File: src/rtl/reg_writeback_arb_pkg.sv
// Shared types for the register file writeback path.
// Source ids and register index constants.
package reg_writeback_arb_pkg;

  localparam int REG_IDX_W = 5;
  localparam logic [REG_IDX_W-1:0] REG_ZERO = 5'd0;

  typedef enum logic [1:0] {
    WB_ALU,
    WB_LSU,
    WB_MDU
  } wb_src_e;

endpackage

File: src/rtl/wb_starve_cnt.sv
// Saturating wait counter for a writeback source.
// Raises boost once the source has waited LIMIT cycles.
module wb_starve_cnt #(
  parameter int LIMIT = 8,
  parameter int CNT_W = 4
) (
  input  logic             clk,
  input  logic             rst,
  input  logic             valid,
  input  logic             ready,
  output logic [CNT_W-1:0] cnt,
  output logic             boost
);

  logic sat;

  assign sat   = (cnt == CNT_W'(LIMIT));
  assign boost = valid && sat;

  always_ff @(posedge clk) begin
    if (!rst) begin
      cnt <= '0;
    end else if (!valid || ready) begin
      cnt <= '0;
    end else if (!sat) begin
      cnt <= cnt + 1'b1;
    end
  end

endmodule

File: src/rtl/reg_writeback_arb.sv
// Register file write port arbiter for ALU, LSU and MDU results.
// One grant per cycle; the winning result is registered for one cycle.
module reg_writeback_arb
  import reg_writeback_arb_pkg::*;
#(
  parameter int DATA_WIDTH   = 32,
  parameter int STARVE_LIMIT = 8,
  localparam int CNT_W = $clog2(STARVE_LIMIT + 1)
) (
  input  logic                  clk,
  input  logic                  rst,
  input  logic                  alu_valid,
  input  logic                  lsu_valid,
  input  logic                  mdu_valid,
  output logic                  alu_ready,
  output logic                  lsu_ready,
  output logic                  mdu_ready,
  input  logic [REG_IDX_W-1:0]  alu_rd,
  input  logic [REG_IDX_W-1:0]  lsu_rd,
  input  logic [REG_IDX_W-1:0]  mdu_rd,
  input  logic                  alu_fp,
  input  logic                  lsu_fp,
  input  logic                  mdu_fp,
  input  logic [DATA_WIDTH-1:0] alu_val,
  input  logic [DATA_WIDTH-1:0] lsu_val,
  input  logic [DATA_WIDTH-1:0] mdu_val,
  output logic                  regWrite,
  output logic [REG_IDX_W-1:0]  rd,
  output logic [DATA_WIDTH-1:0] rd_val,
  output logic                  f_en,
  output logic [CNT_W-1:0]      lsu_wait,
  output logic [CNT_W-1:0]      mdu_wait
);

  logic                  lsu_boost;
  logic                  mdu_boost;
  logic                  gnt;
  wb_src_e               sel;
  logic [REG_IDX_W-1:0]  m_rd;
  logic                  m_fp;
  logic [DATA_WIDTH-1:0] m_val;
  logic                  x0_wr;

  wb_starve_cnt #(
    .LIMIT(STARVE_LIMIT),
    .CNT_W(CNT_W)
  ) u_lsu_cnt (
    .clk  (clk),
    .rst  (rst),
    .valid(lsu_valid),
    .ready(lsu_ready),
    .cnt  (lsu_wait),
    .boost(lsu_boost)
  );

  wb_starve_cnt #(
    .LIMIT(STARVE_LIMIT),
    .CNT_W(CNT_W)
  ) u_mdu_cnt (
    .clk  (clk),
    .rst  (rst),
    .valid(mdu_valid),
    .ready(mdu_ready),
    .cnt  (mdu_wait),
    .boost(mdu_boost)
  );

  // Boosted sources first, then fixed ALU > LSU > MDU.
  always_comb begin
    gnt = 1'b0;
    sel = WB_ALU;
    if (!rst) begin
      gnt = 1'b0;
    end else if (lsu_boost) begin
      gnt = 1'b1;
      sel = WB_LSU;
    end else if (mdu_boost) begin
      gnt = 1'b1;
      sel = WB_MDU;
    end else if (alu_valid) begin
      gnt = 1'b1;
      sel = WB_ALU;
    end else if (lsu_valid) begin
      gnt = 1'b1;
      sel = WB_LSU;
    end else if (mdu_valid) begin
      gnt = 1'b1;
      sel = WB_MDU;
    end
  end

  assign alu_ready = gnt && (sel == WB_ALU);
  assign lsu_ready = gnt && (sel == WB_LSU);
  assign mdu_ready = gnt && (sel == WB_MDU);

  always_comb begin
    m_rd  = REG_ZERO;
    m_fp  = 1'b0;
    m_val = '0;
    unique case (sel)
      WB_ALU: begin
        m_rd  = alu_rd;
        m_fp  = alu_fp;
        m_val = alu_val;
      end
      WB_LSU: begin
        m_rd  = lsu_rd;
        m_fp  = lsu_fp;
        m_val = lsu_val;
      end
      WB_MDU: begin
        m_rd  = mdu_rd;
        m_fp  = mdu_fp;
        m_val = mdu_val;
      end
      default: begin
        m_rd  = REG_ZERO;
        m_fp  = 1'b0;
        m_val = '0;
      end
    endcase
  end

  // Integer x0 completes the handshake but is emitted as idle.
  assign x0_wr = (m_rd == REG_ZERO) && !m_fp;

  always_ff @(posedge clk) begin
    if (!rst) begin
      regWrite <= 1'b0;
      rd       <= REG_ZERO;
      rd_val   <= '0;
      f_en     <= 1'b0;
    end else if (gnt && !x0_wr) begin
      regWrite <= 1'b1;
      rd       <= m_rd;
      rd_val   <= m_val;
      f_en     <= m_fp;
    end else begin
      regWrite <= 1'b0;
      rd       <= REG_ZERO;
      rd_val   <= '0;
      f_en     <= 1'b0;
    end
  end

endmodule

File: config.mk
export PLATFORM = sky130hd
export DESIGN_NAME = reg_writeback_arb
export DESIGN_NICKNAME = d
export VERILOG_FILES = /design/src/rtl/reg_writeback_arb_pkg.sv /design/src/rtl/wb_starve_cnt.sv /design/src/rtl/reg_writeback_arb.sv
export SDC_FILE = /design/constraint.sdc
export NUM_CORES = 1
export LEC_CHECK = 0
export ABC_AREA = 1
export CORE_AREA = 2 2 97 80
export DETAILED_ROUTE_END_ITERATION = 8
export DIE_AREA = 0 0 99 82
export PLACE_DENSITY = 0.76
export SYNTH_ARGS = -nofsm -noshare
export SYNTH_HDL_FRONTEND = slang
export SYNTH_SLANG_ARGS = --single-unit
File: constraint.sdc
create_clock -name clk -period 1.8 [get_ports clk]
set_clock_uncertainty 0.1 [all_clocks]
set_input_delay 0.18 -clock clk [delete_from_list [all_inputs] [get_ports clk]]
set_output_delay 0.18 -clock clk [all_outputs]
set_load 0.05 [all_outputs]
==> results.ini, run 1 <==
[setup_path]
crit_top_cell = nand3_2
crit_type = reg -> reg
end_kind = flop
critical_path.cell_chain = inv_4 > ha_4 > nand3_2 > nand2_2 > nand3_4 > buf_6 > nand3_1 > nand3_2 > nor2_1 > nand3_2 > nand2_4 > buf_12 > nor2_1
crit_required_ns = 1.89
cp_slowest_stage_delay_ns = 0.36
path_max_fanout = 17
start_kind = flop
slowest_stage = dfxtp_4
cp_data_arrival_time_ns = 2.05

[global_routing]
antenna_found_initial = 0
grt_max_degree = 33
grt_pass1_wl_um = 11600
gr-usage-met2 = 0.335
grt.met1_usage = 0.201
grt_busiest_layer = met2
groute.layer.met3.usage = 0.0579
grt_overflow_total = 0
globalRouteTotalUtil = 0.179
grt_pass1_vias = 2495

[yosys]
async_reset_ff_frac = 0
syn_area_per_cell_sq_um = 8.14
ys_types = 23
synth_area_sq_um = 2110
synth_nets = 382
ys_seq_elements = 47
ys.flop_type = dfxtp_1
synth_seq_area_share = 0.447
yosysWarnings = 0
synth_edf_count = 0
syn_inst = 259

[placed_design]
place_congestion = 0.809
io_buffers = 168
dpl_worst_slack_ns = -0.405
placed_area_sq_um = 4150
dp_hpwl_um = 6120

[cells_and_area]
fin_area_sq_um = 4520
drive_gt1_frac = 0.229
final_common_cell = clkdlybuf4s50_1
nets = 585
final_cell_mix = clkdlybuf4s50_1, buf_4, nor2_1, dfxtp_1, a21oi_1
area_growth_pct = 115
diodes = 0

[clock_network]
numCtsBuffers = 5
ctsLongestPathBuffers = 2
clkSinkCount = 47
cts_tree = done
path_clk_slew_ns = 0.09
root_buffer = clkbuf_8
clk_latency_ns = 0.29
htreeDepth = 2

[timing]
timing.final.ws_setup_ns = -0.155
worstMarginPinSlew_ns = 0.541
maxSlewHeadroom = 0.638
fmax_mhz = 512
hold_viol = 0
rsz0062_at_grt = true
period_needed_ns = 1.95
drv_slew = 0
finalSetupViolations = 38
fin_crit_sh = 1.09
holdWs_ns = 0.216

[route]
vias = 2598
dr.pass1.iters = 4
wire_per_inst_um = 14.4
drc = 0
first_iter_violations = 46
antenna_left = 0
routed_via_density = 4.70
wl_um = 7950

[power_and_ir_drop]
total_power_w = 0.00293
powerDensity_nw_per_um2 = 648
ir_drop_uv = 431
p_leak_nw = 1.91

[floorplanning]
die_area_sq_um = 8120
dieHeight_um = 82
start_util = 0.293
coreArea_sq_um = 7180
io_pins = 169
rows = 28
die_x_um = 99

[run_status]
violations = negative setup slack
status = finished, violations left

[run]
drv_cap = 0

[worst_hold_path]
min_path_type = in -> reg

## cell families (layout without fill, tap and decap cells)
kind of cell,after synthesis,count (layout),share of synthesized area
compound gates,69,69,0.224
xor+xnor,4,4,0.0166
fa+ha+maj,4,4,0.0238
buf+inv,34,238,0.0772
flops,47,47,0.447
simple gates,101,101,0.212
## worst paths after layout
check | cells after the start | startpoint | to | slack, ns
setup / recovery | 13 | u_mdu_cnt.cnt[0]$_SDFFE_PP0P_ | rd_val[16]$_SDFF_PN0_ | -0.15
hold / removal | 3 | lsu_valid | u_lsu_cnt.cnt[1]$_SDFFE_PP0P_ | 0.22
setup reg to reg | 13 | u_mdu_cnt.cnt[0]$_SDFFE_PP0P_ | rd_val[16]$_SDFF_PN0_ | -0.15
hold reg to reg | 2 | u_mdu_cnt.cnt[3]$_SDFFE_PP0P_ | u_mdu_cnt.cnt[1]$_SDFFE_PP0P_ | 0.45
## area by class of cell
type | instances | area [sq um]
inverter | 21 | 88.8
multi-input combinational | 178 | 1160
fill | 616 | 2660
sequential | 47 | 961
tap | 90 | 113
clock buffer | 5 | 68.8
timing repair buffer | 209 | 2090
clock inverter | 3 | 46.3
## through the flow
step	setup TNS [ns]	utilization	cells
finish	-4.90	0.630	553
global route	-9.59	0.630	553
CTS	-3.95	0.614	547
floorplan	-4.89	-	259
detailed placement	-13.86	0.578	534
global placement	-13.56	0.578	534
## critical path: cells and delay by family (launching register included)
kind | cells | cell delay [ns]
AND/OR/NAND/NOR | 9 | 0.91
adder cells (fa/ha/maj) | 1 | 0.13
flip-flops | 1 | 0.36
buffers and inverters | 3 | 0.38
## state kept, by name, summed over array words and instances (netlist names)
name and cells:
rd_val 32, rd 5, u_lsu_cnt.cnt 4, u_mdu_cnt.cnt 4
f_en 1, regWrite 1
## per-layer routing
layer  vias to the layer above  wire length (um)
met1                      1195              3140
met2                       106              4010
li1                       1289                 -
met5                         -                 0
met4                         0                68
met3                         8               730
## cell usage after synthesis, types with 2 or more instances
cell | number | area, sq um
dfxtp_1 | 47 | 941
a22o_1 | 32 | 280
buf_6 | 4 | 45.0
nand2_1 | 26 | 97.6
inv_2 | 2 | 7.51
clkbuf_1 | 5 | 18.8
a21oi_1 | 35 | 175
nand4_1 | 4 | 25.0
nand3_2 | 2 | 20.0
nand3_1 | 17 | 85.1
ha_1 | 4 | 50.1
inv_1 | 19 | 71.3
buf_2 | 4 | 20.0
xor2_1 | 3 | 26.3
nor2_1 | 47 | 176
## repair_timing
action / in CTS / in global routing
gates cloned: 1 / 2
buffers inserted: 4 / 4
setup endpoints to repair: 39 / 39
resized for setup: 21 / 13
pin swaps: 17 / 3
hold buffers: 0 / 0
## report_power, final
group / switching (W) / internal (W) / total, W / leakage (nW)
Combinational: 0.000516 / 0.000513 / 0.00103 / 1.46
Sequential: 0.0000192 / 0.00111 / 0.00113 / 0.393
Clock: 0.000361 / 0.000418 / 0.000779 / 0.0548
Power figures use the tool's default switching activity.
==> run 2, diff against run 1 <==
--- a/config.mk
+++ b/config.mk
@@ -9,7 +9,7 @@
 export CORE_AREA = 2 2 97 80
 export DETAILED_ROUTE_END_ITERATION = 8
 export DIE_AREA = 0 0 99 82
-export PLACE_DENSITY = 0.76
+export PLACE_DENSITY = 0.78
 export SYNTH_ARGS = -nofsm -noshare
 export SYNTH_HDL_FRONTEND = slang
 export SYNTH_SLANG_ARGS = --single-unit
==> run 2 against run 1 <==
The run still ends with negative setup slack left. Worst setup slack worse by 0.028 ns. Total power down 0.32%. Clock-buffer cell count is 1 higher. Combinational power about the same. Critical path depth is 4 lower. Final cell count shrank 0.72%. Register-to-register slack better by 0.02 ns. Wire length shrank 4.3%. Largest power group unchanged. Highest routed layer unchanged.
==> results.ini, run 2 (synthesis gave the netlist of run 1 again) <==
[run_status]
status = finished, violations left
violations = negative setup slack

[setup_path]
crit_top_cell = buf_6
slowest_stage = dfxtp_4
cp_data_arrival_time_ns = 1.70
start_kind = flop
crit_type = reg -> out
end_kind = output port
crit_required_ns = 1.52
cp_slowest_stage_delay_ns = 0.36
critical_path.cell_chain = inv_4 > ha_4 > nand4_1 > nand2_2 > buf_6 > a21boi_4 > buf_6 > buf_8 > buf_12
r2r_cells = 13
r2r_start = u_mdu_cnt.cnt[1]$_SDFFE_PP0P_
r2r_end = rd_val[17]$_SDFF_PN0_
path_max_fanout = 5
r2r_slack_ns = -0.13
cpLargestDelayFamily = buffers and inverters
cp.depth = 9
crit_buf_inv = 5

[route]
dr.pass1.iters = 4
antenna_left = 0
vias = 2549
wire_per_inst_um = 13.9
wl_um = 7610
first_iter_violations = 53
routed_via_density = 4.64
drc = 0

[floorplanning]
rows = 28
coreArea_sq_um = 7180
die_area_sq_um = 8120
start_util = 0.293
dieHeight_um = 82
die_x_um = 99
io_pins = 169

[clock_network]
cts_tree = done
ctsLongestPathBuffers = 2
root_buffer = clkbuf_8
numCtsBuffers = 5
clk_latency_ns = 0.29
htreeDepth = 2
path_clk_slew_ns = 0.09
clkSinkCount = 47

[placed_design]
io_buffers = 168
placed_area_sq_um = 4160
dp_hpwl_um = 6190
place_congestion = 0.786

[global_routing]
grt_overflow_total = 0
globalRouteTotalUtil = 0.179
grt_pass1_wl_um = 11600
grt_max_degree = 33
grt_pass1_vias = 2478
antenna_found_initial = 0

[cells_and_area]
largest_register_ffs = 32
diodes = 0
largestRegisters = rd_val (32), rd (5)
final_common_cell = clkdlybuf4s50_1
max_flop_register = rd_val
multi_input_area_sq_um = 1120
drive_gt1_frac = 0.211
nets = 581
final_cell_mix = clkdlybuf4s50_1, nor2_1, dfxtp_1
area_growth_pct = 111
nFillCells = 631
fin_area_sq_um = 4440
register_area_sq_um = 961

[power_and_ir_drop]
total_power_w = 0.00292
power_frac_comb = 0.341
power.switching_w = 0.000866
power.clock.fraction = 0.274
power.internal_w = 0.00206
power_frac_seq = 0.385
p_leak_nw = 1.88
switching_share = 0.296
ir_drop_uv = 362
powerDensity_nw_per_um2 = 658

[run]
drv_cap = 0

[timing]
final.setup.tns_ns = -4.41
rsz0062_at_grt = true
fin_crit_sh = 1.10
worstMarginPinSlew_ns = 0.533
timing.final.ws_setup_ns = -0.182
maxSlewHeadroom = 0.644
finalSetupViolations = 39
period_needed_ns = 1.98
hold_viol = 0
drv_slew = 0
fmax_mhz = 504

[worst_hold_path]
hold_depth = 3
min_path_type = in -> reg
hold_end = u_lsu_cnt.cnt[2]$_SDFFE_PP0P_
hp-start = lsu_valid

## run 2: cell types whose count changed in the layout (fill, tap and decap cells not counted), moves of 2 or more
| cell | before | now |
|---|---|---|
| nor2_4 | 2 | 0 |
| nand3_1 | 10 | 13 |
| nand3_2 | 8 | 5 |
| buf_4 | 40 | 35 |
## run 2: power groups by stage
stage,Sequential [W],Combinational (W),Clock (W)
after floorplan,0.00140,0.000210,0
after global routing,0.00113,0.00106,0.000893
after CTS,0.00113,0.000999,0.000832
after detailed placement,0.00115,0.000965,0
after global placement,0.00115,0.000953,0
final,0.00113,0.000998,0.000802
## run 2: area by class of cell
class	count	share of cell area
multi-input cells	178	0.251
inverters	21	0.0194
repair buffers	205	0.460
clock buffers	6	0.0186
well taps	90	0.0254
flip-flops and latches	47	0.216
clock inverters	2	0.00873
## run 2: routing by layer
layer | track usage | vias to the layer above | routed length (um)
met1 | 0.207 | 1164 | 3030
met3 | 0.0647 | 2 | 766
met2 | 0.332 | 102 | 3800
li1 | - | 1281 | -
met5 | 0 | - | 0
met4 | 0.0164 | 0 | 14
## run 2: worst max-delay path by stage
stage	start	end	slack (ns)
2_1_floorplan	u_mdu_cnt.cnt[0]$_SDFFE_PP0P_	rd_val[10]$_SDFF_PN0_	-0.16
6_report	u_mdu_cnt.cnt[0]$_SDFFE_PP0P_	lsu_ready	-0.18
3_3_place_gp	lsu_valid	rd_val[8]$_SDFF_PN0_	-0.39
4_1_cts	u_mdu_cnt.cnt[0]$_SDFFE_PP0P_	lsu_ready	-0.20
5_1_grt	u_mdu_cnt.cnt[0]$_SDFFE_PP0P_	lsu_ready	-0.24
3_5_place_dp	lsu_valid	rd_val[11]$_SDFF_PN0_	-0.42
## run 2: metrics by stage
stage,instances,worst slack [ns],util,hold WS [ns]
after global routing,549,-0.243,0.618,0.257
after detailed placement,535,-0.422,0.580,0.433
after CTS,548,-0.200,0.613,0.390
after global placement,535,-0.389,0.580,0.421
final,549,-0.182,0.618,0.222
after floorplan,259,-0.156,-,0.231
## run 2: timing repair
| action | in CTS | in global routing |
|---|---|---|
| hold buffers | 0 | 0 |
| endpoints found under the setup margin | 39 | 39 |
| buffers inserted | 4 | 1 |
| cloned | 1 | 0 |
| pin swaps | 8 | 3 |
| gates resized for setup | 18 | 10 |
## run 2: worst reg2reg max path: cells and delay by family, from the launching register on
kind | cells | cell delay [ns]
flip-flops | 1 | 0.36
AND/OR/NAND/NOR | 9 | 0.88
adder cells (fa/ha/maj) | 1 | 0.14
buffers and inverters | 3 | 0.34
